$ cat src/rtl/slow_multiplier_unsigned_if.sv
// -----------------------------------------------------------------------------
// slow_multiplier_unsigned_if
//   Request/response bundle for the iterative multiply-accumulate block.
//   master : requester, drives the operands and in_valid, receives the result.
//   slave  : the multiplier, drives in_ready, out_product and out_valid.
//
//   in_multiplicand  operand A (e.g. divider quotient)
//   in_multiplier    operand B (e.g. divider divisor)
//   in_addend        operand C (e.g. divider remainder)
//   in_valid         request, sampled when in_valid && in_ready
//   in_ready         block can accept a request this cycle
//   out_product      A*B+C, held until the next result
//   out_valid        one-cycle pulse, out_product valid
// -----------------------------------------------------------------------------
interface slow_multiplier_unsigned_if #(
    parameter int MULTIPLICAND_BITS = 5,
    parameter int MULTIPLIER_BITS   = 4
);
    localparam int PRODUCT_BITS = MULTIPLICAND_BITS + MULTIPLIER_BITS;

    logic [MULTIPLICAND_BITS-1:0] in_multiplicand;
    logic [MULTIPLIER_BITS-1:0]   in_multiplier;
    logic [MULTIPLIER_BITS-1:0]   in_addend;
    logic                         in_valid;
    logic                         in_ready;
    logic [PRODUCT_BITS-1:0]      out_product;
    logic                         out_valid;

    modport master (
        output in_multiplicand, in_multiplier, in_addend, in_valid,
        input  in_ready, out_product, out_valid
    );

    modport slave (
        input  in_multiplicand, in_multiplier, in_addend, in_valid,
        output in_ready, out_product, out_valid
    );
endinterface

$ cat src/rtl/slow_multiplier_unsigned.sv
// -----------------------------------------------------------------------------
// slow_multiplier_unsigned
//   Iterative shift-add unsigned multiply-accumulate:
//     out_product = in_multiplicand * in_multiplier + in_addend
//   One multiplicand bit is consumed per cycle. Feeding it the quotient,
//   divisor and remainder of the slow unsigned divider rebuilds the dividend.
//
//   Ports:
//     clk  - clock, all state changes on the rising edge
//     rst  - synchronous active-high reset
//     bus  - slow_multiplier_unsigned_if.slave (operands, handshake, result)
//
//   Optional build macro:
//     SLOW_MULTIPLIER_EARLY_EXIT_EN - finish as soon as the remaining
//     multiplicand bits are all zero (busy cycles = max(1, bitlen(A)))
//     instead of always running MULTIPLICAND_BITS iterations. The product
//     is the same either way; only latency changes.
// -----------------------------------------------------------------------------
module slow_multiplier_unsigned #(
    parameter int MULTIPLICAND_BITS = 5,
    parameter int MULTIPLIER_BITS   = 4
) (
    input logic                     clk,
    input logic                     rst,
    slow_multiplier_unsigned_if.slave bus
);
    localparam int PRODUCT_BITS = MULTIPLICAND_BITS + MULTIPLIER_BITS;
    localparam int COUNTER_BITS = $clog2(MULTIPLICAND_BITS + 1);

    typedef enum logic [1:0] {
        IDLE = 2'd0,
        BUSY = 2'd1,
        DONE = 2'd2
    } state_t;

    state_t                       state;
    logic [PRODUCT_BITS-1:0]      acc;
    logic [PRODUCT_BITS-1:0]      mplier;
    logic [MULTIPLICAND_BITS-1:0] mcand;
    logic [COUNTER_BITS-1:0]      counter;
    logic [PRODUCT_BITS-1:0]      product_q;
    logic                         out_valid_q;

    logic [PRODUCT_BITS-1:0]      acc_step;
    logic [MULTIPLICAND_BITS-1:0] mcand_shift;
    logic                         last_step;

    // One shift-add step. acc never overflows PRODUCT_BITS because
    // (2^A-1)(2^B-1) + (2^B-1) < 2^(A+B).
    // NOTE: every always_comb output gets a default first, so no path can
    // leave it unassigned and infer a latch.
    always_comb begin
        acc_step    = acc;
        mcand_shift = mcand >> 1;
        if (mcand[0]) begin
            acc_step = acc + mplier;
        end
`ifdef SLOW_MULTIPLIER_EARLY_EXIT_EN
        // Remaining multiplicand bits are all zero: no further adds possible.
        last_step = (mcand_shift == '0);
`else
        last_step = (counter == COUNTER_BITS'(1));
`endif
    end

    // Ready depends on state only, so a requester never sees a comb loop.
    assign bus.in_ready    = (state == IDLE) || (state == DONE);
    assign bus.out_product = product_q;
    assign bus.out_valid   = out_valid_q;

    // NOTE: all state is written with non-blocking assignments so every
    // register sees the pre-edge values of the others.
    always_ff @(posedge clk) begin
        if (rst) begin
            state       <= IDLE;
            acc         <= '0;
            mplier      <= '0;
            mcand       <= '0;
            counter     <= '0;
            product_q   <= '0;
            out_valid_q <= 1'b0;
        end else begin
            out_valid_q <= 1'b0;
            case (state)
                IDLE, DONE: begin
                    if (bus.in_valid) begin
                        acc     <= PRODUCT_BITS'(bus.in_addend);
                        mplier  <= PRODUCT_BITS'(bus.in_multiplier);
                        mcand   <= bus.in_multiplicand;
                        counter <= COUNTER_BITS'(MULTIPLICAND_BITS);
                        state   <= BUSY;
                    end else begin
                        state   <= IDLE;
                    end
                end
                BUSY: begin
                    acc     <= acc_step;
                    mcand   <= mcand_shift;
                    mplier  <= mplier << 1;
                    counter <= counter - COUNTER_BITS'(1);
                    if (last_step) begin
                        // Result includes this cycle's add; pulse lands in DONE.
                        product_q   <= acc_step;
                        out_valid_q <= 1'b1;
                        state       <= DONE;
                    end
                end
                default: begin
                    state <= IDLE;
                end
            endcase
        end
    end
endmodule

$ cat src/flat_wrapper.sv
// flat-port wrapper written by rule: the top's interface ports become plain ports
module slow_multiplier_unsigned_flat 
#(
    parameter int MULTIPLICAND_BITS = 5,
    parameter int MULTIPLIER_BITS   = 4
)
  (clk, rst, bus_in_multiplicand, bus_in_multiplier, bus_in_addend, bus_in_valid, bus_in_ready, bus_out_product, bus_out_valid);
  slow_multiplier_unsigned_if #(.MULTIPLICAND_BITS(MULTIPLICAND_BITS), .MULTIPLIER_BITS(MULTIPLIER_BITS)) bus_i ();
  input logic clk;
  input logic rst;
  input wire logic [$bits(bus_i.in_multiplicand)-1:0] bus_in_multiplicand;
  input wire logic [$bits(bus_i.in_multiplier)-1:0] bus_in_multiplier;
  input wire logic [$bits(bus_i.in_addend)-1:0] bus_in_addend;
  input wire logic [$bits(bus_i.in_valid)-1:0] bus_in_valid;
  output wire logic [$bits(bus_i.in_ready)-1:0] bus_in_ready;
  output wire logic [$bits(bus_i.out_product)-1:0] bus_out_product;
  output wire logic [$bits(bus_i.out_valid)-1:0] bus_out_valid;
  assign bus_i.in_multiplicand = bus_in_multiplicand;
  assign bus_i.in_multiplier = bus_in_multiplier;
  assign bus_i.in_addend = bus_in_addend;
  assign bus_i.in_valid = bus_in_valid;
  assign bus_in_ready = bus_i.in_ready;
  assign bus_out_product = bus_i.out_product;
  assign bus_out_valid = bus_i.out_valid;
  slow_multiplier_unsigned #(.MULTIPLICAND_BITS(MULTIPLICAND_BITS), .MULTIPLIER_BITS(MULTIPLIER_BITS)) u_core (.clk(clk), .rst(rst), .bus(bus_i));
endmodule
$ cat config.mk
export PLATFORM = sky130hd
export DESIGN_NAME = slow_multiplier_unsigned_flat
export DESIGN_NICKNAME = d
export VERILOG_FILES = /design/src/rtl/slow_multiplier_unsigned_if.sv /design/src/rtl/slow_multiplier_unsigned.sv /design/src/flat_wrapper.sv
export SDC_FILE = /design/constraint.sdc
export NUM_CORES = 1
export LEC_CHECK = 0
export CORE_MARGIN = 3
export CORE_UTILIZATION = 35
export CTS_BUF_LIST = sky130_fd_sc_hd__clkbuf_4
export DETAILED_ROUTE_END_ITERATION = 12
export SLEW_MARGIN = 20
export SYNTH_ARGS = -nofsm -noshare
export SYNTH_HDL_FRONTEND = slang
export SYNTH_SLANG_ARGS = --single-unit
$ cat constraint.sdc
create_clock -name clk -period 3.38 [get_ports clk]
set_input_delay 0.507 -clock clk [delete_from_list [all_inputs] [get_ports clk]]
set_output_delay 0.507 -clock clk [all_outputs]
set_load 0.005 [all_outputs]
# [Yosys cells after proc, flatten, opt, wreduce, memory -nomap -nowiden]
# Cells that the tools add are included.
[word_totals] elab_cells=35 regBits=38 in_bits=16
[classes] add_sub_neg=2 reduce_logical=7 mux=13 eq_ne=5 bitwise_logic=1
[op_table] op="9-bit case mux with 2 select lines" count=2
[op_table] op="9-bit two-way mux" count=3
[op_table] op="5-bit case mux with 2 select lines" count=1
[op_table] op="9-bit adder" count=1
[op_table] op="3-bit case mux with 2 select lines" count=1
[op_table] op="5-bit two-way mux" count=1
[op_table] op="2-bit case mux with 2 select lines" count=1
[op_table] op="2-bit AND reduction" count=2
[op_table] op="2-bit OR reduction" count=2
[op_table] op="3-bit by 1-bit == test with 1-bit output, second input constant" count=1
[op_table] op="3-bit two-way mux" count=1
[op_table] op="3-bit by 1-bit subtractor with 3-bit output, second input constant" count=1
[op_table] op="2-bit by 1-bit == test with 1-bit output, second input constant" count=1
[op_table] op="2-bit == test, second input constant" count=1
[op_table] op="2-bit logical NOT" count=1
[op_table] op="1-bit two-way mux" count=2
[op_table] op="2-bit two-way mux" count=1
[op_table] op="2-bit by 1-bit inequality test with 1-bit output, second input constant" count=1
[op_table] op="2-bit inequality test, second input constant" count=1
[op_table] op="2-bit nonzero test" count=1
[op_table] op="1-bit logical OR" count=1
[op_table] op="1-bit inverter" count=1

# [Logic depth before layout (Yosys ltp)]
# Gate-level depths: netlist of the first run.
[logic_depth] depth_word=4 depth_mapped=8

# [Worst setup path after synthesis of the first run]
# Ideal clock, no wire load.
[synth_timing] path_kind="reg-to-reg" startpoint="register u_core.mplier[0]" endpoint="register u_core.acc[6]" path_buffers=0 path_stages_with_launch=9 t_arrival_ns=1.872 t_required_ns=3.318 setup_slack_ns=1.446 period_less_slack_ns=1.934 path_cell_list="dfxtp_1 > ha_1 > inv_1 > fa_1 > nor2b_4 > o31a_1 > o21a_1 > or4_1 > nand3_1"
[synth_via] elab_chain_cells=3
[synth_rtl] item="start: declaration" line="slow_multiplier_unsigned.sv:38" text="logic [PRODUCT_BITS-1:0] mplier;"
[synth_rtl] item="start signal: assignment" line="slow_multiplier_unsigned.sv:88" text="mplier <= PRODUCT_BITS'(bus.in_multiplier);"
[synth_rtl] item="start signal: assignment" line="slow_multiplier_unsigned.sv:99" text="mplier <= mplier << 1;"
[synth_rtl] item="9-bit adder" line="slow_multiplier_unsigned.sv:56" text="acc_step = acc + mplier;"
[synth_rtl] item="9-bit two-way mux" line="slow_multiplier_unsigned.sv:55" text="if (mcand[0]) begin"
[synth_rtl] item="9-bit case mux with 2 select lines" line="slow_multiplier_unsigned.sv:84" text="case (state)"
[synth_rtl] item="end signal: assignment" line="slow_multiplier_unsigned.sv:87" text="acc <= PRODUCT_BITS'(bus.in_addend);"
[synth_rtl] item="end signal: assignment" line="slow_multiplier_unsigned.sv:97" text="acc <= acc_step;"
[synth_rtl] item="end: declaration" line="slow_multiplier_unsigned.sv:37" text="logic [PRODUCT_BITS-1:0] acc;"
# No other way between the ends.
# A chain may end at the register's enable or synchronous reset.

# [Worst setup path in the final report of the first run]
# Ends and elaborated chain as after synthesis.

==> flow_metrics.env, run 1 <==
export IMPL_final_util_pct=44.7
export IMPL_synth_seq_cells=38
export IMPL_p_leak_uw=0.000850
export IMPL_hold_buffers=0
export IMPL_hp_class="register to register"
export IMPL_clk_latency_ns=0.35
export IMPL_ys_seq_area_share_pct=38.5
export IMPL_synth_main_ff_cell="dfxtp_1"
export IMPL_dr_wl_met2_mm=1.92
export IMPL_nets=290
export IMPL_path_cells="ha_1 -> inv_1 -> fa_1 -> nor2b_4 -> o31a_1 -> o21a_1 -> or4_1 -> nand3_1"
export IMPL_hold_violations=0
export IMPL_synth_top_cell_area_share_pct=38.5
export IMPL_path_max_fanout=5
export IMPL_wl_per_cell_um=13.6
export IMPL_die_area_mm2=0.00658
export IMPL_worst_hold_slack_ns=0.475
export IMPL_syn_area_mm2=0.00198
export IMPL_drt_iter0_drc=159
export IMPL_syn_num_nets=268
export IMPL_drtAntennaViolNets=0
export IMPL_grt_max_degree=43
export IMPL_port_buffers=26
export IMPL_final_cell_mix="dfxtp_1, nor2_1, clkdlybuf4s50_1, nand2_1, a21oi_1"
export IMPL_grt_first_pass_wirelength_mm=7.65
export IMPL_finalWeightedCongestion=0.800
export IMPL_synth_distinct_cells=44
export IMPL_yosysTopAreaCell="dfxtp_1"
export IMPL_final_common_cell="dfxtp_1"
export IMPL_die_w_um=81.1
export IMPL_path_buf_inv=1
export IMPL_crit_family="simple AND/OR/NAND/NOR gates"
export IMPL_post_cts_buffers=0
export IMPL_synth_avg_cell_area_um2=8.20
export IMPL_outcome="completed"
export IMPL_path_clk_slew_ns=0.12
export IMPL_wirelength_met1_mm=2.38
export IMPL_grt_pass1_vias=1575
export IMPL_drv_cap=0
export IMPL_dr_pass1_iters=4
export IMPL_die_y_um=81.1
export IMPL_rows=26
export IMPL_power_density_mw_per_mm2=391
export IMPL_top_layer_used="met4"
export IMPL_area_growth_pct=19.3
export IMPL_final_period_utilization_pct=62.7
export IMPL_post_cts_resized=0
export IMPL_worstSetupStartpointType="register"
export IMPL_dpl_cell_count=326
export IMPL_path_class="register to register"
export IMPL_p_total_uw=922
export IMPL_cp_required_ns=3.68
export IMPL_cts_tree="built"
export IMPL_yosysWarnings=0
export IMPL_start_util_pct=37.5
export IMPL_setup_violations=0
export IMPL_cts_inserted_buffers=5
export IMPL_syn_instance_count=241
export IMPL_hpwl_mm=3.20
export IMPL_antenna_found_initial=0
export IMPL_drcViolationCount=0
export IMPL_worst_endpoint_arrival_ns=2.42
export IMPL_worst_pin_slew_ns=0.744
export IMPL_fin_crit_ns=2.12
export IMPL_max_stage_delay_ns=0.50
export IMPL_ioPinCount=27
export IMPL_rsz0062_at_grt="false"
export IMPL_cts_root_buf="clkbuf_4"
export IMPL_insertedDiodeCount=0
export IMPL_instances_no_fill=334
export IMPL_crit_slowest_cell="or4_1"
export IMPL_clkSinkCount=38
export IMPL_slew_headroom_pct=50.2
export IMPL_drive_gt1_share_pct=5.68
export IMPL_max_freq_ghz=0.472
export IMPL_synth_edf_count=0
export IMPL_grt_usage_pct=15.1
export IMPL_clockBufferDepth=2
export IMPL_fin_tns_setup_ns=0
export IMPL_end_kind="register"
export IMPL_synthArstFlopShare_pct=0
export IMPL_ys_top_cells_by_area="dfxtp_1, nor2_1, ha_1, nand2_1, a21oi_1"
export IMPL_drt_wl_total_mm=4.55
export IMPL_coreArea_mm2=0.00527
export IMPL_grt_overflow_total=0
export IMPL_met3_length_um=215
export IMPL_slew_violations=0
export IMPL_cts_max_level=2
export IMPL_routed_via_density=5.32
export IMPL_num_vias=1776
export IMPL_clock_skew_ns=0.00984
export IMPL_ir_drop_mv=0.215
==> tightest hold or removal path, cell delays in order, from the launching register on <==
cell	delay, ns
dfxtp_1	0.34
nand2_1	0.05
a21oi_1	0.05
==> worst paths after layout <==
path	endpoint	cells past startpoint	slack, ns	startpoint
worst max-delay path	u_core.acc[6]$_SDFFE_PP0P_	8	1.26	u_core.mplier[0]$_SDFFE_PP0P_
worst min-delay path	u_core.bus.out_product[1]$_SDFFE_PP0P_	2	0.48	u_core.bus.out_product[1]$_SDFFE_PP0P_
worst max register to register	u_core.acc[6]$_SDFFE_PP0P_	8	1.26	u_core.mplier[0]$_SDFFE_PP0P_
worst min register to register	u_core.bus.out_product[1]$_SDFFE_PP0P_	2	0.48	u_core.bus.out_product[1]$_SDFFE_PP0P_
==> power by group <==
group | leakage (uW) | switching (uW) | total, uW | internal, uW
clock network | 0.0000331 | 156 | 243 | 86.4
registers | 0.000310 | 19.3 | 494 | 475
logic | 0.000507 | 101 | 184 | 83.3
total | 0.000850 | 277 | 922 | 645
==> area by class of cell <==
type                       instances  area, um^2
inverter                           9        33.8
clock buffer                       6        45.0
clock inverter                     2        8.76
sequential                        38         761
multi-input combinational        177        1110
timing repair buffer              32         305
tap                               70        87.6
fill                             549        2910
==> flip-flops by register name (all words and copies together) (netlist names) <==
signal	cells
u_core.bus.out_product	9
u_core.mcand	5
u_core.bus.out_valid	1
u_core.counter	3
u_core.acc	9
u_core.state	2
u_core.mplier	9
==> per-layer routing <==
layer  global-route usage [%]  vias up
met1                     22.3      812
met3                     3.55        7
met4                     4.05        0
met5                        0        -
met2                     21.8       37
li1                         -      920
==> logic make-up after synthesis <==
kind of cell / count (synthesis) / synth area share (%)
xor gates and xnor gates: 3 / 1.33
AOI/OAI and AO/OA: 68 / 23.6
DFF: 38 / 38.5
and+or+nand+nor: 91 / 22.1
adders and majority gates: 11 / 7.35
muxes: 4 / 2.03
buffers and inverters: 26 / 5.07
==> metrics by stage <==
step,setup slack (ns),cell area [um^2]
floorplan,1.45,1980
global placement,1.16,2300
detailed placement,1.16,2300
CTS,1.25,2360
global route,1.14,2360
finish,1.26,2360
==> synthesized netlist by cell type, types with 3 or more instances <==
cell type	instances
a21oi_1	14
ha_1	10
nor3_1	3
inv_1	9
nor2b_1	3
or3_1	3
a22oi_1	8
a211oi_1	6
dfxtp_1	38
o22ai_1	3
nand3_1	7
xnor2_1	3
a221oi_1	3
nand2b_1	4
nand2_1	21
nor2_1	37
o21ai_0	10
o21a_1	4
a311oi_1	8
mux2i_1	4
clkbuf_1	13
(Power assumes the default switching activity.)
==> inputs of run 2 (changes only) <==
==> constraint.sdc (replaced) <==
create_clock -name clk -period 1.75 [get_ports clk]
set_input_delay 0.2625 -clock clk [delete_from_list [all_inputs] [get_ports clk]]
set_output_delay 0.2625 -clock clk [all_outputs]
set_load 0.005 [all_outputs]
==> flow_metrics.env, run 2 (same netlist as run 1, synthesis figures left out) <==
export IMPL_clkSinkCount=38
export IMPL_drt_wl_total_mm=4.91
export IMPL_nets=317
export IMPL_path_clk_slew_ns=0.11
export IMPL_grt_overflow_total=0
export IMPL_hold_start="bus_in_multiplicand[0]"
export IMPL_hpwl_mm=3.46
export IMPL_final_cell_mix="nor2_1, buf_4, dfxtp_1, clkdlybuf4s50_1, nand2_1"
export IMPL_slew_violations=0
export IMPL_hold_depth=3
export IMPL_setup_ws_ns=-0.129
export IMPL_dr_wl_met2_mm=2.24
export IMPL_port_buffers=26
export IMPL_end_kind="register"
export IMPL_wl_per_cell_um=13.6
export IMPL_routed_via_density=5.21
export IMPL_hold_violations=0
export IMPL_wirelength_met1_mm=2.37
export IMPL_finalWeightedCongestion=0.876
export IMPL_cts_inserted_buffers=5
export IMPL_rows=26
export IMPL_met3_length_um=257
export IMPL_grt_max_degree=43
export IMPL_path_class="register to register"
export IMPL_num_vias=1876
export IMPL_final_util_pct=51.8
export IMPL_rsz0062_at_grt="true"
export IMPL_grt_first_pass_wirelength_mm=8.14
export IMPL_drcViolationCount=0
export IMPL_clockBufferDepth=2
export IMPL_path_max_fanout=5
export IMPL_start_util_pct=37.5
export IMPL_worstReg2RegEnd="u_core.acc[6]$_SDFFE_PP0P_"
export IMPL_die_area_mm2=0.00658
export IMPL_fin_crit_ns=1.88
export IMPL_cts_root_buf="clkbuf_4"
export IMPL_final_period_utilization_pct=107
export IMPL_hold_end="u_core.mcand[0]$_SDFFE_PP0P_"
export IMPL_worstSetupStartpointType="register"
export IMPL_worst_endpoint_arrival_ns=2.16
export IMPL_ioPinCount=27
export IMPL_drtAntennaViolNets=0
export IMPL_cts_tree="built"
export IMPL_violations="negative setup slack"
export IMPL_reg2reg_depth=8
export IMPL_grt_usage_pct=15.9
export IMPL_insertedDiodeCount=0
export IMPL_setup_violations=7
export IMPL_area_growth_pct=38.2
export IMPL_cts_max_level=2
export IMPL_p_total_uw=2010
export IMPL_p_leak_uw=0.00102
export IMPL_die_y_um=81.1
export IMPL_clock_skew_ns=0.0118
export IMPL_top_layer_used="met4"
export IMPL_slew_headroom_pct=47.0
export IMPL_cp_required_ns=2.03
export IMPL_worst_pin_slew_ns=0.792
export IMPL_hold_buffers=0
export IMPL_antenna_found_initial=0
export IMPL_drt_iter0_drc=133
export IMPL_hp_class="input port to register"
export IMPL_coreArea_mm2=0.00527
export IMPL_fin_tns_setup_ns=-0.470
export IMPL_max_freq_ghz=0.532
export IMPL_drive_gt1_share_pct=22.1
export IMPL_outcome="finished with violations"
export IMPL_worst_r2r_setup_slack_ns=-0.13
export IMPL_fill_cells=534
export IMPL_ir_drop_mv=0.406
export IMPL_drv_cap=0
export IMPL_die_w_um=81.1
export IMPL_clk_latency_ns=0.34
export IMPL_dr_pass1_iters=4
export IMPL_grt_pass1_vias=1730
export IMPL_final_common_cell="nor2_1"
export IMPL_power_density_mw_per_mm2=735
export IMPL_rr_startpoint="u_core.acc[0]$_SDFFE_PP0P_"
## run 2: per-layer routing
layer  GRT usage (%)  up-vias
met5               0        -
met2            25.8       51
met3            3.55        6
li1                -      966
met1            21.7      853
met4            3.55        0
## run 2: per-stage QoR
| step | setup slack (ns) | cell area (um^2) | hold WS (ns) | std cells |
|---|---|---|---|---|
| after global routing | -0.229 | 2730 | 0.474 | 360 |
| after CTS | -0.125 | 2660 | 0.464 | 359 |
| after global placement | -0.117 | 2540 | 0.453 | 350 |
| final | -0.129 | 2730 | 0.481 | 360 |
| after floorplan | -0.0654 | 2000 | 0.417 | 241 |
| after detailed placement | -0.163 | 2540 | 0.458 | 350 |
## run 2: area by class of cell
class / count / area, um^2 / area share (%)
timing repair buffer: 59 / 546 / 20.0
clock inverter: 2 / 33.8 / 1.24
multi-input combinational: 177 / 1220 / 44.7
tap: 70 / 87.6 / 3.21
inverter: 9 / 33.8 / 1.24
sequential: 38 / 771 / 28.2
clock buffer: 5 / 37.5 / 1.37
## run 2: critical path, cell delays in order, from the launching register on
cell,delay [ns]
dfxtp_2,0.36
ha_4,0.16
inv_2,0.05
fa_2,0.22
nor2b_4,0.05
o31a_1,0.30
o21a_1,0.21
or4_1,0.40
nand3_1,0.08
## run 2: report_power, final
part,switching [uW],total (uW),internal [uW]
Sequential,38.0,958,920
Clock,285,574,289
Combinational,229,473,244
## run 2: timing repair
action / in CTS / in global routing
gates cloned: 0 / 0
setup buffers: 2 / 1
resized for setup: 9 / 12
pin swaps: 9 / 4
setup endpoints to repair: 9 / 11
## run 2: how the worst max path moves through the flow
| stage | startpoint | end | slack, ns | cells after the start |
|---|---|---|---|---|
| finish | u_core.acc[0]$_SDFFE_PP0P_ | u_core.acc[6]$_SDFFE_PP0P_ | -0.13 | 8 |
| global route | u_core.acc[0]$_SDFFE_PP0P_ | u_core.acc[6]$_SDFFE_PP0P_ | -0.23 | 8 |
| CTS | u_core.acc[0]$_SDFFE_PP0P_ | u_core.bus.out_product[8]$_SDFFE_PP0P_ | -0.12 | 8 |
| detailed placement | u_core.acc[0]$_SDFFE_PP0P_ | u_core.acc[6]$_SDFFE_PP0P_ | -0.16 | 8 |
| global placement | u_core.acc[0]$_SDFFE_PP0P_ | u_core.acc[6]$_SDFFE_PP0P_ | -0.12 | 8 |
| floorplan | u_core.acc[0]$_SDFFE_PP0P_ | u_core.acc[6]$_SDFFE_PP0P_ | -0.07 | 8 |
